==> config.mk <==
export PLATFORM = sky130hd
export DESIGN_NAME = id_ex_stage_reg_flat
export DESIGN_NICKNAME = d
export VERILOG_FILES = /design/src/rtl/id_ex_stage_reg_if.sv /design/src/rtl/id_ex_stage_reg.sv /design/src/flat_wrapper.sv
export SDC_FILE = /design/constraint.sdc
export NUM_CORES = 1
export LEC_CHECK = 0
export ABC_AREA = 0
export CAP_MARGIN = 30
export CORE_MARGIN = 1
export CORE_UTILIZATION = 37
export CTS_BUF_LIST = sky130_fd_sc_hd__clkbuf_8
export DETAILED_ROUTE_END_ITERATION = 10
export GPL_ROUTABILITY_DRIVEN = 0
export GPL_TIMING_DRIVEN = 0
export PLACE_DENSITY = 0.81
export SETUP_SLACK_MARGIN = 0.05
export SLEW_MARGIN = 20
export SYNTH_ARGS = -nofsm -noshare
export SYNTH_HDL_FRONTEND = slang
export SYNTH_SLANG_ARGS = --single-unit
==> constraint.sdc <==
create_clock -name clk -period 2.1 [get_ports clk]
set_input_delay 0.42 -clock clk [delete_from_list [all_inputs] [get_ports clk]]
set_output_delay 0.42 -clock clk [all_outputs]
set_load 0.02 [all_outputs]
==> src/rtl/id_ex_stage_reg_if.sv <==
// Decode/execute boundary bundle: hazard selects and decoded fields in,
// registered execute fields and upstream hold signals out.
interface id_ex_stage_reg_if #(
  parameter int unsigned DATA_W = 16,
  parameter int unsigned PC_W   = 32,
  parameter int unsigned CTRL_W = 16,
  parameter int unsigned CNT_W  = 16
);
  logic              load_use_hazard;
  logic              pop_jmp_hazard;
  logic              flush;
  logic [CTRL_W-1:0] id_ctrl;
  logic [DATA_W-1:0] id_rs_data;
  logic [DATA_W-1:0] id_rd_data;
  logic [2:0]        id_rs_addr;
  logic [2:0]        id_rd_addr;
  logic [DATA_W-1:0] id_imm;
  logic [PC_W-1:0]   id_pc;

  logic [CTRL_W-1:0] ex_ctrl;
  logic [DATA_W-1:0] ex_rs_data;
  logic [DATA_W-1:0] ex_rd_data;
  logic [2:0]        ex_rs_addr;
  logic [2:0]        ex_rd_addr;
  logic [DATA_W-1:0] ex_imm;
  logic [PC_W-1:0]   ex_pc;
  logic              ex_valid;
  logic              pc_write;
  logic              if_id_write;
  logic [CNT_W-1:0]  bubble_count;

  // Decode side.
  modport master (
    output load_use_hazard, pop_jmp_hazard, flush, id_ctrl, id_rs_data, id_rd_data,
           id_rs_addr, id_rd_addr, id_imm, id_pc,
    input  ex_ctrl, ex_rs_data, ex_rd_data, ex_rs_addr, ex_rd_addr, ex_imm, ex_pc,
           ex_valid, pc_write, if_id_write, bubble_count
  );

  // Pipeline register side.
  modport slave (
    input  load_use_hazard, pop_jmp_hazard, flush, id_ctrl, id_rs_data, id_rd_data,
           id_rs_addr, id_rd_addr, id_imm, id_pc,
    output ex_ctrl, ex_rs_data, ex_rd_data, ex_rs_addr, ex_rd_addr, ex_imm, ex_pc,
           ex_valid, pc_write, if_id_write, bubble_count
  );
endinterface

==> src/rtl/id_ex_stage_reg.sv <==
// ID/EX pipeline register with a small stall FSM: load-use costs one bubble,
// pop-to-jump costs two; flush squashes without holding upstream.
module id_ex_stage_reg #(
  parameter int unsigned DATA_W = 16,
  parameter int unsigned PC_W   = 32,
  parameter int unsigned CTRL_W = 16,
  parameter int unsigned CNT_W  = 16
) (
  input logic                clk,
  input logic                rst,
  id_ex_stage_reg_if.slave   bus
);

  typedef enum logic [0:0] {StIdle, StHold1} state_e;

  state_e state_q, state_d;

  logic              bubble;
  logic              count_inc;
  logic              pc_write;
  logic              if_id_write;

  logic [CTRL_W-1:0] ctrl_q;
  logic [DATA_W-1:0] rs_data_q;
  logic [DATA_W-1:0] rd_data_q;
  logic [2:0]        rs_addr_q;
  logic [2:0]        rd_addr_q;
  logic [DATA_W-1:0] imm_q;
  logic [PC_W-1:0]   pc_q;
  logic              valid_q;
  logic [CNT_W-1:0]  count_q;

  always_comb begin
    state_d     = state_q;
    bubble      = 1'b0;
    count_inc   = 1'b0;
    pc_write    = 1'b1;
    if_id_write = 1'b1;
    if (!rst) begin
      unique case (state_q)
        StIdle: begin
          if (bus.flush) begin
            bubble = 1'b1;
          end else if (bus.pop_jmp_hazard) begin
            bubble      = 1'b1;
            count_inc   = 1'b1;
            pc_write    = 1'b0;
            if_id_write = 1'b0;
            state_d     = StHold1;
          end else if (bus.load_use_hazard) begin
            bubble      = 1'b1;
            count_inc   = 1'b1;
            pc_write    = 1'b0;
            if_id_write = 1'b0;
          end
        end
        StHold1: begin
          // Second pop/jump bubble; hazard inputs are ignored here.
          bubble  = 1'b1;
          state_d = StIdle;
          if (!bus.flush) begin
            count_inc   = 1'b1;
            pc_write    = 1'b0;
            if_id_write = 1'b0;
          end
        end
        default: state_d = StIdle;
      endcase
    end
  end

  always_ff @(posedge clk) begin
    if (rst) begin
      state_q   <= StIdle;
      ctrl_q    <= '0;
      rs_data_q <= '0;
      rd_data_q <= '0;
      rs_addr_q <= '0;
      rd_addr_q <= '0;
      imm_q     <= '0;
      pc_q      <= '0;
      valid_q   <= 1'b0;
      count_q   <= '0;
    end else begin
      state_q <= state_d;
      if (bubble) begin
        ctrl_q    <= '0;
        rs_data_q <= '0;
        rd_data_q <= '0;
        rs_addr_q <= '0;
        rd_addr_q <= '0;
        imm_q     <= '0;
        pc_q      <= '0;
        valid_q   <= 1'b0;
      end else begin
        ctrl_q    <= bus.id_ctrl;
        rs_data_q <= bus.id_rs_data;
        rd_data_q <= bus.id_rd_data;
        rs_addr_q <= bus.id_rs_addr;
        rd_addr_q <= bus.id_rd_addr;
        imm_q     <= bus.id_imm;
        pc_q      <= bus.id_pc;
        valid_q   <= 1'b1;
      end
      // Saturate rather than wrap so long runs stay visibly pegged.
      if (count_inc && (count_q != {CNT_W{1'b1}})) begin
        count_q <= count_q + 1'b1;
      end
    end
  end

  assign bus.ex_ctrl      = ctrl_q;
  assign bus.ex_rs_data   = rs_data_q;
  assign bus.ex_rd_data   = rd_data_q;
  assign bus.ex_rs_addr   = rs_addr_q;
  assign bus.ex_rd_addr   = rd_addr_q;
  assign bus.ex_imm       = imm_q;
  assign bus.ex_pc        = pc_q;
  assign bus.ex_valid     = valid_q;
  assign bus.bubble_count = count_q;
  assign bus.pc_write     = pc_write;
  assign bus.if_id_write  = if_id_write;

endmodule

==> src/flat_wrapper.sv <==
// flat-port wrapper written by rule: the top's interface ports become plain ports
module id_ex_stage_reg_flat 
#(
  parameter int unsigned DATA_W = 16,
  parameter int unsigned PC_W   = 32,
  parameter int unsigned CTRL_W = 16,
  parameter int unsigned CNT_W  = 16
)
  (clk, rst, bus_load_use_hazard, bus_pop_jmp_hazard, bus_flush, bus_id_ctrl, bus_id_rs_data, bus_id_rd_data, bus_id_rs_addr, bus_id_rd_addr, bus_id_imm, bus_id_pc, bus_ex_ctrl, bus_ex_rs_data, bus_ex_rd_data, bus_ex_rs_addr, bus_ex_rd_addr, bus_ex_imm, bus_ex_pc, bus_ex_valid, bus_pc_write, bus_if_id_write, bus_bubble_count);
  id_ex_stage_reg_if #(.DATA_W(DATA_W), .PC_W(PC_W), .CTRL_W(CTRL_W), .CNT_W(CNT_W)) bus_i ();
  input logic clk;
  input logic rst;
  input wire logic [$bits(bus_i.load_use_hazard)-1:0] bus_load_use_hazard;
  input wire logic [$bits(bus_i.pop_jmp_hazard)-1:0] bus_pop_jmp_hazard;
  input wire logic [$bits(bus_i.flush)-1:0] bus_flush;
  input wire logic [$bits(bus_i.id_ctrl)-1:0] bus_id_ctrl;
  input wire logic [$bits(bus_i.id_rs_data)-1:0] bus_id_rs_data;
  input wire logic [$bits(bus_i.id_rd_data)-1:0] bus_id_rd_data;
  input wire logic [$bits(bus_i.id_rs_addr)-1:0] bus_id_rs_addr;
  input wire logic [$bits(bus_i.id_rd_addr)-1:0] bus_id_rd_addr;
  input wire logic [$bits(bus_i.id_imm)-1:0] bus_id_imm;
  input wire logic [$bits(bus_i.id_pc)-1:0] bus_id_pc;
  output wire logic [$bits(bus_i.ex_ctrl)-1:0] bus_ex_ctrl;
  output wire logic [$bits(bus_i.ex_rs_data)-1:0] bus_ex_rs_data;
  output wire logic [$bits(bus_i.ex_rd_data)-1:0] bus_ex_rd_data;
  output wire logic [$bits(bus_i.ex_rs_addr)-1:0] bus_ex_rs_addr;
  output wire logic [$bits(bus_i.ex_rd_addr)-1:0] bus_ex_rd_addr;
  output wire logic [$bits(bus_i.ex_imm)-1:0] bus_ex_imm;
  output wire logic [$bits(bus_i.ex_pc)-1:0] bus_ex_pc;
  output wire logic [$bits(bus_i.ex_valid)-1:0] bus_ex_valid;
  output wire logic [$bits(bus_i.pc_write)-1:0] bus_pc_write;
  output wire logic [$bits(bus_i.if_id_write)-1:0] bus_if_id_write;
  output wire logic [$bits(bus_i.bubble_count)-1:0] bus_bubble_count;
  assign bus_i.load_use_hazard = bus_load_use_hazard;
  assign bus_i.pop_jmp_hazard = bus_pop_jmp_hazard;
  assign bus_i.flush = bus_flush;
  assign bus_i.id_ctrl = bus_id_ctrl;
  assign bus_i.id_rs_data = bus_id_rs_data;
  assign bus_i.id_rd_data = bus_id_rd_data;
  assign bus_i.id_rs_addr = bus_id_rs_addr;
  assign bus_i.id_rd_addr = bus_id_rd_addr;
  assign bus_i.id_imm = bus_id_imm;
  assign bus_i.id_pc = bus_id_pc;
  assign bus_ex_ctrl = bus_i.ex_ctrl;
  assign bus_ex_rs_data = bus_i.ex_rs_data;
  assign bus_ex_rd_data = bus_i.ex_rd_data;
  assign bus_ex_rs_addr = bus_i.ex_rs_addr;
  assign bus_ex_rd_addr = bus_i.ex_rd_addr;
  assign bus_ex_imm = bus_i.ex_imm;
  assign bus_ex_pc = bus_i.ex_pc;
  assign bus_ex_valid = bus_i.ex_valid;
  assign bus_pc_write = bus_i.pc_write;
  assign bus_if_id_write = bus_i.if_id_write;
  assign bus_bubble_count = bus_i.bubble_count;
  id_ex_stage_reg #(.DATA_W(DATA_W), .PC_W(PC_W), .CTRL_W(CTRL_W), .CNT_W(CNT_W)) u_core (.clk(clk), .rst(rst), .bus(bus_i));
endmodule
Word level (Yosys, flattened, before mapping)
Index checks and enable logic that the tools add are counted.

storage, ports and cells
  bits in registers = 120
  input port bits = 107
  output and inout port bits = 121
  word-level logic and storage cells = 34

cells by class
  eq/ne operators = 1
  add/sub/neg operators = 1
  multiplexer cells = 19
  reduce and logical (&&, ||, !) cells = 2
  bitwise logic cells = 1

operator list
  cell                     count
  $add A16 B1 Y16 const B  1
  $ne A16 B16 Y1 const B   1
  $mux W1                  15
  $pmux W1 S2              4
  $reduce_or A2 Y1         1
  $logic_and A1 B1 Y1      1
  $not A1 Y1               1

Logic depth before layout (Yosys ltp)
Gate-level depths: netlist of the first run.

  word-level depth = 6
  depth in mapped cells = 7
  gate-level depth less buffers = 5

Least setup slack after synthesis of the first run
OpenSTA, ideal clock, no wires.

  path type = reg-to-reg
  from = register u_core.count_q[0] (netlist: u_core.bus.bubble_count[0])
  to = register u_core.count_q[8] (netlist: u_core.bus.bubble_count[8])
  period minus slack after synthesis = 2,007 ps
  required time = 2,030 ps
  path buffers = 1
  arrival time = 1,937 ps
  slack = 93 ps
  stages on the path, launching flop included = 7
  cell sequence = dfxtp_1 > ha_1 > nand4_1 > or3b_1 > buf_2 > or4_1 > a21oi_1

between the ends
  word-level cells in the longest chain between the ends = 2

RTL lines
  what                                                                     RTL line                source
  start: declaration                                                       id_ex_stage_reg.sv:31   logic [CNT_W-1:0] count_q;
  start signal: assignment                                                 id_ex_stage_reg.sv:107  count_q <= count_q + 1'b1;
  parallel branches: the longest is 2 deep, another holds $add A16 B1 Y16  --

Several ways; the timed one is not identified.
A chain may end at the register's enable or synchronous reset.

Worst setup path after layout of the first run
  from = input bus_flush
  to = register u_core.count_q[14] (netlist: u_core.bus.bubble_count[14])

between the ends
  word-level cells in the longest chain between the ends = 4

RTL lines
  what                        RTL line                                      source
  start: declaration          flat_wrapper.sv:15                            input wire logic [$bits(bus_i.flush)-1:0] bus_flush;
  $mux W1 (on tied branches)  id_ex_stage_reg.sv:61, id_ex_stage_reg.sv:42
  $pmux W1 S2 (*)             id_ex_stage_reg.sv:40                         unique case (state_q)
  $mux W1 (*)                 id_ex_stage_reg.sv:39                         if (!rst) begin
  $logic_and A1 B1 Y1 (*)     id_ex_stage_reg.sv:106                        if (count_inc && (count_q != {CNT_W{1'b1}})) begin

Every way passes the cells marked *; elsewhere a longest branch is shown, timed or not.

==> impl_results.md, run 1 <==
* WL/cell at 14.0 um
* Root buffer cell: clkbuf_8
* Hold Path Class: in2reg
* Largest net degree at the start of global routing at 17
* Synth-to-layout area growth at 81.5%
* Slew headroom at 0.631
* Crit path time final at 2.04 ns
* Syn nets at 425
* Initial drt markers at 60
* Number of buffers created by CTS at 17
* Worst Skew at 0.0100 ns
* Clk_lat worst skew at 0.42 ns
* Worst-path maximum fanout at 10
* Core outline area at 0.00933 mm^2
* Power Density at 738 mW/mm^2
* Worst slew pin tran at 0.553 ns
* Core Rows at 35
* DRC Markers at 0
* CP required at 2.45 ns
* Initial Util at 0.386
* CTS Hold Bufs at 0
* H-tree depth at 4
* Sink Count at 120
* Top cell type by total area after synthesis: dfxtp_1
* Die Ht at 101 um
* Seq/Total Area, Yosys at 0.668
* Die Wd at 101 um
* Most common cell after layout, fill and taps aside: clkdlybuf4s50_1
* Warnings, synthesis at 0
* Final hold slack at 0.361 ns
* Fraction of layout instances using a drive strength above 1 at 0.0919
* Setup repair after global routing missed its margin: true
* Top cells by area, synth: dfxtp_1 67%, and2_1 18%, or4_1 1.9%
* Tcrit/Tclk final at 0.974
* Die ar. at 0.0101 mm^2
* Post-Synthesis Cell Area at 0.00360 mm^2
* ANT cells at 0
* CTS tree: yes
* Synthesized instance count at 317
* Yosys reg bits at 120
* Post-synth top area share at 0.668
* Max-Cap Viols at 0
* Initial antenna violation count at 0
* Setup crit end kind: flop
* R2R depth at 6
* Crit path DAT at 2.39 ns
* First-pass GRT wire length at 15.3 mm
* Drt via density at 4.43
* CTS Buffer Depth at 2
* Post-route ant nets at 0
* Final Max Slew Viols at 0
* Max Clk Rate at 489 MHz
* # fillers at 716
* Hold path depth at 2
* Place WS at -0.862 ns
* Kind of critical path: in2reg
* TNS Setup at 0 ns
* Placed inst area at 0.00603 mm^2
* Final setup margin at 0.0550 ns
* Setup violations, final at 0
* Mean post-synth cell area at 11.4 um^2
* Total Routing Usage GR at 0.200
* Layout net count at 672
* Clock Pin Slew Worst Setup and Hold Paths at 0.08 ns
* Finished Cell Area at 0.00653 mm^2
* Vias post-DR at 3126
* Routed wire length at 9.89 mm
* Type of origin of the critical path: input pin
* Most frequent cells in the layout: 222 x clkdlybuf4s50_1, 117 x dfxtp_1, 102 x and2_1
* Port buffer count at 227
* Vias in the first global route at 3213
* GRT Residual Overflow at 0
* VDD IR max at 0.450 mV
* DPL Wire Length at 7.51 mm
* Hold Violations, Final at 0
* I/O Pins at 228
* Yosys cell types at 29
* Outcome: complete, no violations
* Leakage at 0.00249 uW
* First-pass detailed-route iteration total at 4
[cell type report]
cell class                 instances  area [um^2]  area share
buffer                            17         77.6      0.0119
clock buffer                      19          262      0.0400
clock inverter                    13          154      0.0236
inverter                           3         11.3     0.00172
multi-input combinational        176         1180       0.180
sequential                       120         2410       0.369
tap                              129          161      0.0247
timing repair buffer             229         2280       0.349
[worst max-delay path, stage by stage]
cell and delay (ns):
clkdlybuf4s50_1 0.44, or2_4 0.29, or3b_1 0.38, buf_4 0.18, or4_4 0.52, a21oi_2 0.16
[kinds of logic after synthesis]
group	count (synthesis)	synth area share
AOI/OAI and AO/OA	29	0.0535
adders and majority gates	1	0.00348
buffers and inverters	21	0.0236
DFF	120	0.668
muxes	1	0.00278
and+or+nand+nor	145	0.249
[flip-flops by register name, indices dropped and copies added (netlist names)]
signal / count
u_core.bus.ex_rs_data: 16
u_core.state_q: 1
u_core.bus.ex_imm: 16
u_core.bus.ex_ctrl: 16
u_core.bus.ex_rs_addr: 3
u_core.bus.ex_valid: 1
u_core.bus.bubble_count: 16
u_core.bus.ex_rd_data: 16
u_core.bus.ex_pc: 32
u_core.bus.ex_rd_addr: 3
[per-layer routing]
metal | part of all wire | GRT usage | up-vias
met5 | 0 | 0 | -
met4 | 0.017 | 0.0780 | 0
met3 | 0.11 | 0.110 | 19
met2 | 0.53 | 0.359 | 156
met1 | 0.35 | 0.190 | 1406
li1 | - | - | 1545
[worst paths after layout]
kind / slack, ns / startpoint / to
hold reg to reg: 0.46 / u_core.state_q$_SDFF_PP0_ / u_core.state_q$_SDFF_PP0_
hold / removal: 0.36 / bus_pop_jmp_hazard / u_core.state_q$_SDFF_PP0_
setup reg to reg: 0.09 / u_core.bus.bubble_count[1]$_SDFFE_PP0P_ / u_core.bus.bubble_count[14]$_SDFFE_PP0P_
setup / recovery: 0.06 / bus_flush / u_core.bus.bubble_count[14]$_SDFFE_PP0P_
[what timing repair did]
item / in CTS / in global routing
gates resized for setup: 24 / 9
endpoints found under the setup margin: 87 / 84
pin swaps: 2 / 3
buffers inserted: 1 / 1
[report_power, final]
group	leakage [uW]	internal (uW)	switching, uW
registers	0.000972	2310	11.8
logic	0.00131	252	118
clock network	0.000209	1230	903
[synth_stat cells]
cell type,instances
clkbuf_1,15
or3b_1,1
nor4_1,3
o311a_1,1
nor3b_1,1
dfxtp_1,120
nor2_1,1
or4_1,9
or2_1,1
and3_1,1
and4_1,2
mux2i_1,1
buf_2,2
buf_4,1
o41ai_1,3
o21bai_1,1
o21ai_0,3
o311ai_0,3
inv_1,3
ha_1,1
nand4_1,4
o31ai_1,7
or3b_2,1
nand3_1,6
and2_1,102
nand2_1,9
or3_1,3
nor3_1,1
a21oi_1,11
[stage by stage]
step           power (uW)   util  cells
3_3_place_gp         2730  0.647    673
2_1_floorplan        2460      -    317
4_1_cts              4880  0.696    705
6_report             4820  0.700    706
3_5_place_dp         2740  0.647    673
5_1_grt              5010  0.700    706
Note: power is estimated with default switching activity, not from simulation.
==> run 2, diff against run 1 <==
- CELL_PAD_IN_SITES_DETAIL_PLACEMENT: unset -> 0
- CELL_PAD_IN_SITES_GLOBAL_PLACEMENT: unset -> 1
- CORE_UTILIZATION: 37 -> 27
- PLACE_DENSITY: 0.81 -> unset
- PLACE_DENSITY_LB_ADDON: unset -> 0.1
==> impl_results.md, run 2 (synthesis gave the netlist of run 1 again) <==
* Initial drt markers at 68 (+13%)
* I/O Pins at 228 (unchanged)
* Crit path DAT at 2.34 ns (-0.05 ns)
* Final hold slack at 0.345 ns (-0.0159 ns)
* TNS Setup at 0 ns (unchanged)
* Post-route ant nets at 0 (unchanged)
* Initial antenna violation count at 0 (unchanged)
* Number of buffers created by CTS at 17 (unchanged)
* Setup violations, final at 0 (unchanged)
* Worst Skew at 0.0104 ns (+0.000342 ns)
* Reg-to-reg endpoint: u_core.bus.bubble_count[14]$_SDFFE_PP0P_
* Die Ht at 117 um (+17%)
* Total Routing Usage GR at 0.159 (-0.0414)
* Worst slew pin tran at 0.549 ns (-0.00477 ns)
* Largest net degree at the start of global routing at 17 (unchanged)
* Hold_sp: bus_pop_jmp_hazard
* First-pass GRT wire length at 16.5 mm (+7.8%)
* Vias post-DR at 3048 (-2.5%)
* CTS tree: yes
* Worst-path maximum fanout at 10 (unchanged)
* Slew headroom at 0.634 (+0.00318)
* Outcome: complete, no violations
* Initial Util at 0.281 (-0.105)
* Crit path time final at 1.98 ns (-0.0658 ns)
* Vias in the first global route at 3126 (-2.7%)
* Max Clk Rate at 505 MHz (+3.3%)
* Die ar. at 0.0138 mm^2 (+36%)
* WL/cell at 13.8 um (-1.4%)
* Setup crit end kind: flop
* Clock Pin Slew Worst Setup and Hold Paths at 0.07 ns (about the same)
* Hold Violations, Final at 0 (unchanged)
* Final Max Slew Viols at 0 (unchanged)
* Core outline area at 0.0128 mm^2 (+37%)
* R2R Path Start: u_core.bus.bubble_count[0]$_SDFFE_PP0P_
* CTS Buffer Depth at 2 (unchanged)
* Power Density at 759 mW/mm^2 (+2.9%)
* First-pass detailed-route iteration total at 4 (unchanged)
* Core Rows at 41 (+17%)
* Die Wd at 117 um (+17%)
* Final setup margin at 0.121 ns (+0.0658 ns)
* Type of origin of the critical path: input pin
* VDD IR max at 0.486 mV (+8.1%)
* Tcrit/Tclk final at 0.942 (-0.0313)
* R2R depth at 6 (unchanged)
* Fraction of layout instances using a drive strength above 1 at 0.0903 (-0.00158)
* Max reg flops at 32 (unchanged)
* CP required at 2.46 ns (about the same)
* Sink Count at 120 (unchanged)
* Kind of critical path: in2reg
* DPL Wire Length at 7.88 mm (+4.9%)
* Routed wire length at 10.3 mm (+4.5%)
* Most frequent cells in the layout: 221 x clkdlybuf4s50_1, 117 x dfxtp_1, 102 x and2_1
* R2r setup slk at 0.16 ns (+0.07 ns)
* Clk_lat worst skew at 0.42 ns (about the same)
* Port buffer count at 227 (unchanged)
* Setup repair after global routing missed its margin: false
* Place WS at -0.919 ns (-0.0575 ns)
* Leakage at 0.00251 uW (+0.70%)
* Worst Hold End: u_core.state_q$_SDFF_PP0_
* Hold path depth at 2 (unchanged)
* Max-Cap Viols at 0 (unchanged)
* Synth-to-layout area growth at 84.2%
* H-tree depth at 4 (unchanged)
* Hold Path Class: in2reg
* ANT cells at 0 (unchanged)
* DRC Markers at 0 (unchanged)
* GRT Residual Overflow at 0 (unchanged)
* Root buffer cell: clkbuf_8
* Most common cell after layout, fill and taps aside: clkdlybuf4s50_1
* Layout net count at 672 (unchanged)
* Drt via density at 4.07 (-8.0%)
==> run 2: cell types whose count changed in the layout (fill, tap and decap cells not counted), sizes merged <==
cell | previous run | this run
clkdlybuf4s50 | 222 | 221
clkinv | 6 | 4
dlymetal6s2s | 2 | 3
bufinv | 3 | 5
clkbuf | 33 | 32
==> run 2: layer usage <==
| layer | part of all wire | GRT usage | vias to the layer above |
|---|---|---|---|
| met5 | 0 | 0 | - |
| met4 | 0.015 | 0.0601 | 0 |
| met3 | 0.13 | 0.107 | 14 |
| met2 | 0.51 | 0.274 | 128 |
| met1 | 0.35 | 0.147 | 1361 |
| li1 | - | - | 1545 |
==> run 2: worst max path at each step <==
| stage | to | cells after the start | start | slack, ns |
|---|---|---|---|---|
| CTS | u_core.bus.ex_pc[23]$_SDFF_PP0_ | 6 | bus_flush | 0.04 |
| detailed placement | u_core.bus.ex_pc[29]$_SDFF_PP0_ | 6 | rst | -0.92 |
| global route | u_core.bus.bubble_count[8]$_SDFFE_PP0P_ | 6 | u_core.bus.bubble_count[0]$_SDFFE_PP0P_ | 0.04 |
| floorplan | u_core.bus.bubble_count[8]$_SDFFE_PP0P_ | 6 | u_core.bus.bubble_count[0]$_SDFFE_PP0P_ | 0.09 |
| global placement | u_core.bus.ex_imm[10]$_SDFF_PP0_ | 6 | rst | -0.86 |
| finish | u_core.bus.bubble_count[14]$_SDFFE_PP0P_ | 6 | bus_flush | 0.12 |
==> run 2: per-stage QoR <==
step	cell area, um^2	util	total power, uW	cells
floorplan	3600	-	2460	317
global placement	6090	0.475	2730	716
detailed placement	6090	0.475	2740	716
CTS	6570	0.512	5120	747
global route	6630	0.517	5270	748
finish	6630	0.517	5030	748
==> run 2: worst max-delay path, cell delays in order <==
cell	delay (ns)
clkdlybuf4s50_1	0.43
or2_1	0.30
or3b_1	0.38
buf_6	0.15
or4_4	0.51
a21oi_2	0.14
==> run 2: final cells by class <==
type | count | area (um^2)
Fill cell | 1195 | 6190
Sequential cell | 120 | 2410
Timing Repair Buffer | 229 | 2290
Multi-Input combinational cell | 176 | 1180
Clock buffer | 18 | 248
Tap cell | 172 | 215
Clock inverter | 13 | 201
Buffer | 17 | 81.3
Inverter | 3 | 11.3
==> run 2: report_power, final <==
group,total (uW),internal (uW),switching (uW)
logic,371,253,118
registers,2320,2310,11.4
clock network,2340,1430,912
total,5030,3990,1040
==> run 2: timing repair <==
action / in CTS / in global routing
setup buffers: 1 / 1
pin swaps: 1 / 2
resized for setup: 20 / 16
endpoints found under the hold margin: 0 / 0
setup endpoints to repair: 88 / 85
hold buffers: 0 / 0
